$ cat src/rtl/elapsed_time_bcd.sv
// rtl/elapsed_time_bcd.sv - elapsed game time counter, 000..999 seconds in packed BCD
module elapsed_time_bcd #(
   parameter int unsigned TICK_DIV = 100_000_000,
   parameter logic [11:0] MAX_BCD  = 12'h999
) (
   input  logic       clk,
   input  logic       rst_n,
   input  logic       start,
   input  logic       pause,
   input  logic       clear,
   output logic       running,
   output logic       sec_tick,
   output logic       sat,
   output logic [3:0] a0,
   output logic [3:0] a1,
   output logic [3:0] a2
);

   localparam int unsigned   PW         = $clog2(TICK_DIV);
   localparam logic [PW-1:0] PRESC_LAST = PW'(TICK_DIV - 1);

   typedef enum logic [1:0] {
      IDLE  = 2'd0,
      RUN   = 2'd1,
      PAUSE = 2'd2,
      SAT   = 2'd3
   } state_t;

   state_t         state_q, state_d;
   logic [PW-1:0]  presc_q, presc_d;
   logic [11:0]    digits_q, digits_d;
   logic           sec_tick_q, sec_tick_d;
   logic           running_q, running_d;
   logic           sat_q, sat_d;
   logic [11:0]    digits_inc;
   logic           wrap;

   // Ripple-carry BCD increment; no nibble ever leaves 0..9.
   function automatic logic [11:0] bcd_inc(input logic [11:0] v);
      logic [11:0] r;
      r = v;
      if (v[3:0] == 4'd9) begin
         r[3:0] = 4'd0;
         if (v[7:4] == 4'd9) begin
            r[7:4] = 4'd0;
            if (v[11:8] == 4'd9) begin
               r[11:8] = 4'd0;
            end else begin
               r[11:8] = v[11:8] + 4'd1;
            end
         end else begin
            r[7:4] = v[7:4] + 4'd1;
         end
      end else begin
         r[3:0] = v[3:0] + 4'd1;
      end
      return r;
   endfunction

   assign digits_inc = bcd_inc(digits_q);
   assign wrap       = (state_q == RUN) && (presc_q == PRESC_LAST);

   always_ff @(posedge clk or negedge rst_n) begin
      if (!rst_n) begin
         state_q    <= IDLE;
         presc_q    <= '0;
         digits_q   <= '0;
         sec_tick_q <= 1'b0;
         running_q  <= 1'b0;
         sat_q      <= 1'b0;
      end else begin
         state_q    <= state_d;
         presc_q    <= presc_d;
         digits_q   <= digits_d;
         sec_tick_q <= sec_tick_d;
         running_q  <= running_d;
         sat_q      <= sat_d;
      end
   end

   // Command priority is clear > pause > start in every state.
   always_comb begin
      state_d = state_q;
      case (state_q)
         IDLE: begin
            if (!clear && !pause && start) state_d = RUN;
         end
         RUN: begin
            if (clear) begin
               state_d = IDLE;
            end else if (pause) begin
               state_d = PAUSE;
            end else if (wrap && (digits_inc == MAX_BCD)) begin
               state_d = SAT;
            end
         end
         PAUSE: begin
            if (clear) begin
               state_d = IDLE;
            end else if (!pause && start) begin
               state_d = RUN;
            end
         end
         SAT: begin
            if (clear) state_d = IDLE;
         end
         default: state_d = IDLE;
      endcase
   end

   // Prescaler and digits advance only in RUN when no pause or clear competes for the cycle.
   always_comb begin
      presc_d    = presc_q;
      digits_d   = digits_q;
      sec_tick_d = 1'b0;
      if (clear) begin
         presc_d  = '0;
         digits_d = '0;
      end else if ((state_q == RUN) && !pause) begin
         if (wrap) begin
            presc_d    = '0;
            digits_d   = digits_inc;
            sec_tick_d = 1'b1;
         end else begin
            presc_d = presc_q + PW'(1);
         end
      end
   end

   always_comb begin
      running_d = (state_d == RUN);
      sat_d     = (state_d == SAT);
   end

   assign running  = running_q;
   assign sat      = sat_q;
   assign sec_tick = sec_tick_q;
   assign a0       = digits_q[3:0];
   assign a1       = digits_q[7:4];
   assign a2       = digits_q[11:8];

endmodule

$ cat config.mk
export PLATFORM = sky130hd
export DESIGN_NAME = elapsed_time_bcd
export DESIGN_NICKNAME = d
export VERILOG_FILES = /design/src/rtl/elapsed_time_bcd.sv
export SDC_FILE = /design/constraint.sdc
export NUM_CORES = 1
export LEC_CHECK = 0
export ABC_AREA = 0
export BUFFER_PORTS_ARGS = -buffer_cell sky130_fd_sc_hd__buf_2
export CORE_ASPECT_RATIO = 0.75
export CORE_UTILIZATION = 30
export DETAILED_ROUTE_END_ITERATION = 6
export GPL_ROUTABILITY_DRIVEN = 0
export GPL_TIMING_DRIVEN = 0
export PLACE_DENSITY = 0.52
export SYNTH_ARGS = -nofsm -noshare
export SYNTH_HDL_FRONTEND = slang
export SYNTH_SLANG_ARGS = --single-unit
$ cat constraint.sdc
create_clock -name clk -period 3.35 [get_ports clk]
set_input_delay 0.67 -clock clk [delete_from_list [all_inputs] [get_ports clk]]
set_output_delay 0.67 -clock clk [all_outputs]
set_load 0.01 [all_outputs]
=== Word level (Yosys, flattened, before mapping) ===
Index checks and enable logic that the tools add are counted.

* $add $sub $neg: 4
* Equality and inequality tests: 10
* Reductions and logical operators: 12
* Multiplexer cells: 22

{| class="wikitable"
|+ Operator list
! cell !! count
|-
| $mux W27 || 3
|-
| $mux W12 || 3
|-
| $add A27 B1 Y27 const B || 1
|-
| $eq A27 B27 Y1 const B || 1
|-
| $mux W4 || 4
|-
| $mux W2 || 7
|-
| $add A4 B1 Y4 const B || 3
|-
| $eq A12 B12 Y1 const B || 1
|-
| $eq A4 B4 Y1 const B || 3
|-
| $mux W8 || 1
|-
| $pmux W2 S4 || 1
|-
| $eq A2 B2 Y1 const B || 3
|-
| $logic_and A1 B1 Y1 || 6
|-
| $eq A2 B1 Y1 const B || 2
|-
| $reduce_bool A2 Y1 || 2
|-
| $mux W1 || 3
|-
| $logic_not A1 Y1 || 2
|-
| $logic_not A2 Y1 || 1
|-
| $reduce_and A2 Y1 || 1
|}

* Output and inout port bits: 15
* Bits of input ports: 5
* Flip-flop bits (word level): 44
* Word-level logic and storage cells: 54

=== Logic depth before layout (Yosys ltp) ===
* Depth in word-level cells: 11
* Mapped depth: 7
* Gate-level depth less buffers: 7

=== Least setup slack after synthesis ===
No wires, ideal clock.

* Path kind: in2reg
* From: input pause
* To: register digits_q[4]
* Data required time: 3.218 ns
* Setup slack: 1.276 ns
* Path buffers: 1
* Stages: 6
* Setup time: 0.132 ns
* Arrival: 1.942 ns
* Path through: or3b_1 buf_6 or4b_1 nor3_2 xnor2_1 nor2_1

* Longest elaborated chain between the ends: 4

{| class="wikitable"
|+ Ends and longest elaborated chain
! what !! line !! RTL
|-
| start: declaration || 9 || <nowiki>input logic pause,</nowiki>
|-
| $logic_not A1 Y1 || 119 || <nowiki>end else if ((state_q == RUN) && !pause) begin</nowiki>
|-
| $logic_and A1 B1 Y1 || 119 ||
|-
| $reduce_bool A2 Y1 (no source line) || - ||
|-
| $reduce_and A2 Y1 (no source line) || - ||
|-
| end signal: assignment || 74 || <nowiki>digits_q <= digits_d;</nowiki>
|-
| end: declaration || 31 || <nowiki>logic [11:0] digits_q, digits_d;</nowiki>
|}

No other way between the ends.
A chain may end at the register's enable or synchronous reset.

=== Worst setup path in the final report ===
* From: register state_q[0]
* To: register presc_q[10]

* Longest elaborated chain between the ends: 5
* Elaborated cells on any way between the ends: 7
* Classes of those cells: eq/ne (1); mux (3); reduce/logical (3)

{| class="wikitable"
|+ Ends and longest elaborated chain
! what !! line !! RTL
|-
| start: declaration || 29 || <nowiki>state_t state_q, state_d;</nowiki>
|-
| start signal: assignment || 72 || <nowiki>state_q <= state_d;</nowiki>
|-
| $eq A2 B1 Y1 * || 61, 119 ||
|-
| $logic_and A1 B1 Y1 || 61 || <nowiki>assign wrap = (state_q == RUN) && (presc_q == PRESC_LAST);</nowiki>
|-
| $mux W27 || 120 || <nowiki>if (wrap) begin</nowiki>
|-
| $mux W27 || 119 ||
|-
| $mux W27 || 116 || <nowiki>if (clear) begin</nowiki>
|-
| end signal: assignment || 73 || <nowiki>presc_q <= presc_d;</nowiki>
|-
| end: declaration || 30 || <nowiki>logic [PW-1:0] presc_q, presc_d;</nowiki>
|}

Mark *: on every way between the ends. The rest lies on a longest branch, timed or not. The select of a mux whose other input is x is not followed.

==> results.txt <==
Wire per inst = 16.2 um
Wire length of the first global-routing pass = 11.0 mm
FF+latch count, synth = 44
Relative slew slack = 0.339
Combined area of all synthesized cells = 2600 um2
Max-cap viol count = 0
Worst Setup Slack post-DPL = 0.492 ns
Placed cells = 396
Reg clk slew, reported paths = 0.06 ns
Setup Skew = 0.00429 ns
Synthesized instance count = 269
Final cycle utilization of the critical path = 0.756
Leading cell types in the layout, fill and taps excluded = 44 x dfrtp_1, 29 x nor2_1, 21 x buf_2
Number of DRC markers after the initial detailed-route iteration = 141
Final number of hold-violating endpoints = 0
Area after detailed placement = 2830 um2
Hold-fix buffers at CTS = 0
HPWL after DPL = 4.76 mm
Count of TritonRoute iterations in the first routing pass = 4
Maximum fanout count along the critical path = 10
Die Footprint = 9050 um2
Number of global-route vias before repair = 2001
Kind of critical path = reg2reg
Max-slew violation count = 0
Inserted Diodes = 0
Post-synthesis net count = 275
Final std cell area, no fill = 2980 um2
Proportion of synthesized chip area in sequential cells = 0.423
Number of buffers added on ports = 19
Vias = 2167
Worst slack on hold paths = 0.535 ns
Core Footprint = 8420 um2
Post-Synth XOR/XNOR Area = 0.0674
Number of gates given a new drive strength after cts = 0
Horizontal die dimension = 109 um
Number of CTS-inserted buffers = 5
Synthesis warning total = 0
Insertion delay of the later-clocked pin in the worst-skew pair = 0.29 ns
Static Leak = 1.25 nW
Number of standard cells in the final layout excluding fillers = 404
Min Clock Period, post-route = 2.53 ns
Number of primary I/O pins = 20
Number of nets at the end of the flow = 301
Post-synthesis mux area share = 0.0115
Adder-cell share of the synthesized area = 0.00481
Async SR Flop Fraction = 1.00
Synth Area in Simple Gates = 0.278
Worst Tran Pin Value = 0.992 ns
Worst Hold Class = in2async
Unrepaired setup endpoints after global routing = false
Maximum level of the CTS H-tree = 2
Overall overflow remaining after global route = 0
Count of unresolved DRC violations after routing = 0
Run status = finished clean
Pwr Density = 366 nW/um2
Required time reported for the critical path endpoint = 3.53 ns
Clock sink count = 44
Die Ht = 82.6 um
Most frequent standard cell in the layout excluding fill and tap cells = dfrtp_1
Largest family of logic cells by synthesized area = simple AND/OR/NAND/NOR gates
Layout fillers = 879
Largest net degree at the start of global routing = 45
Vias per cell = 5.36
Number of synthesized flops with an enable pin = 0
Root Buffer = clkbuf_16
Count of standard-cell rows = 29
Layout area overhead = 14.5%
Main synth FF type = dfrtp_1
Synthesized area per cell = 9.67 um2
Global-route usage over all layers = 0.165
Largest buffer count on any clock path = 2
Number of nets with antenna violations after detailed routing = 0
Buffers inserted by post-CTS timing repair = 0
CTS tree = built
Startpoint types = flop
Data arrival, critical path = 2.71 ns
Setup crit end kind = flop
Total detailed-routing wirelength = 6.56 mm
Compound-gate portion of the synthesized area = 0.171
Antenna violations before repair = 0
Maximum clock frequency = 395 MHz
Total negative slack for setup checks = 0 ns
Cell variety after synth = 57
Peak supply drop = 200 uV
Final setup margin = 0.818 ns
Share of cells above drive strength 1 = 0.155
Initial core utilization = 0.309
Setup violations, final = 0
flip-flops by register name, summed over array words and instances, names as in the netlist:
| register | cells |
|---|---|
| sec_tick | 1 |
| running | 1 |
| presc_q | 27 |
| state_q | 2 |
| digits_q | 12 |
| sat | 1 |
synth_stat cells (all sizes together) (3+ instances only):
library cell,n,share of area
nand3,10,0.019
dfrtp,44,0.42
mux2i,3,0.012
nor4,6,0.020
a31oi,5,0.012
nor2b,4,0.0096
inv,9,0.013
nand4,13,0.031
nand2,16,0.023
nand2b,4,0.0096
a22o,4,0.013
a31o,4,0.013
and4,8,0.027
xor2,9,0.030
buf,7,0.023
a21o,5,0.014
xnor2,11,0.037
o21ai,8,0.017
a21oi,12,0.025
nor3,5,0.013
nor2,30,0.046
clkbuf,5,0.0072
o41ai,3,0.010
and3,6,0.014
power breakdown:
group          switching, mW  internal (mW)
combinational         0.0370         0.0126
sequential           0.00433          0.535
clock                  0.201          0.298
total                  0.243          0.845
layer usage:
metal	global-route usage	wire [um]	vias to the layer above	part of all wire
met3	0.0408	430	11	0.066
met4	0.0587	104	0	0.016
met5	0	0	-	0
met2	0.208	2490	57	0.38
met1	0.262	3530	1034	0.54
li1	-	-	1065	-
final timing paths:
| kind | end | depth (start not counted) | slack (ns) | from |
|---|---|---|---|---|
| worst min register to register | presc_q[24] | 1 | 0.54 | presc_q[24] |
| max in group asynchronous | digits_q[2] | 1 | 2.19 | rst_n |
| worst max register to register | presc_q[10] | 5 | 0.82 | state_q[0] |
| worst max-delay path | presc_q[10] | 5 | 0.82 | state_q[0] |
| min in group clk | presc_q[24] | 1 | 0.54 | presc_q[24] |
| worst min-delay path | presc_q[21] | 1 | 0.54 | rst_n |
through the flow:
stage	power, mW	util
after floorplan	0.573	-
after global placement	0.600	0.336
after detailed placement	0.601	0.336
after CTS	1.10	0.354
after global routing	1.13	0.354
final	1.09	0.354
cell type report:
cell class | instances | area [um2] | share of cell area
repair buffers | 19 | 95.1 | 0.0319
flip-flops and latches | 44 | 1100 | 0.370
inverters | 10 | 37.5 | 0.0126
multi-input cells | 203 | 1380 | 0.465
plain buffers | 12 | 77.6 | 0.0261
clock buffers | 8 | 146 | 0.0492
well taps | 108 | 135 | 0.0454
worst max-delay path, cell delays in order, from the launching register on:
cell and delay [ns]:
dfrtp_1 0.48, nor3b_1 0.78, nor2_1 0.32, a21oi_2 0.51, buf_4 0.28, nor2_1 0.06
cell families after synthesis:
kind of cell / Yosys count
flip-flops: 44
AO/OA/AOI/OAI: 58
AND/OR/NAND/NOR: 121
multiplexers: 3
adder cells (fa/ha/maj): 1
buffers and inverters: 22
XOR/XNOR: 20
Power figures use the tool's default switching activity.
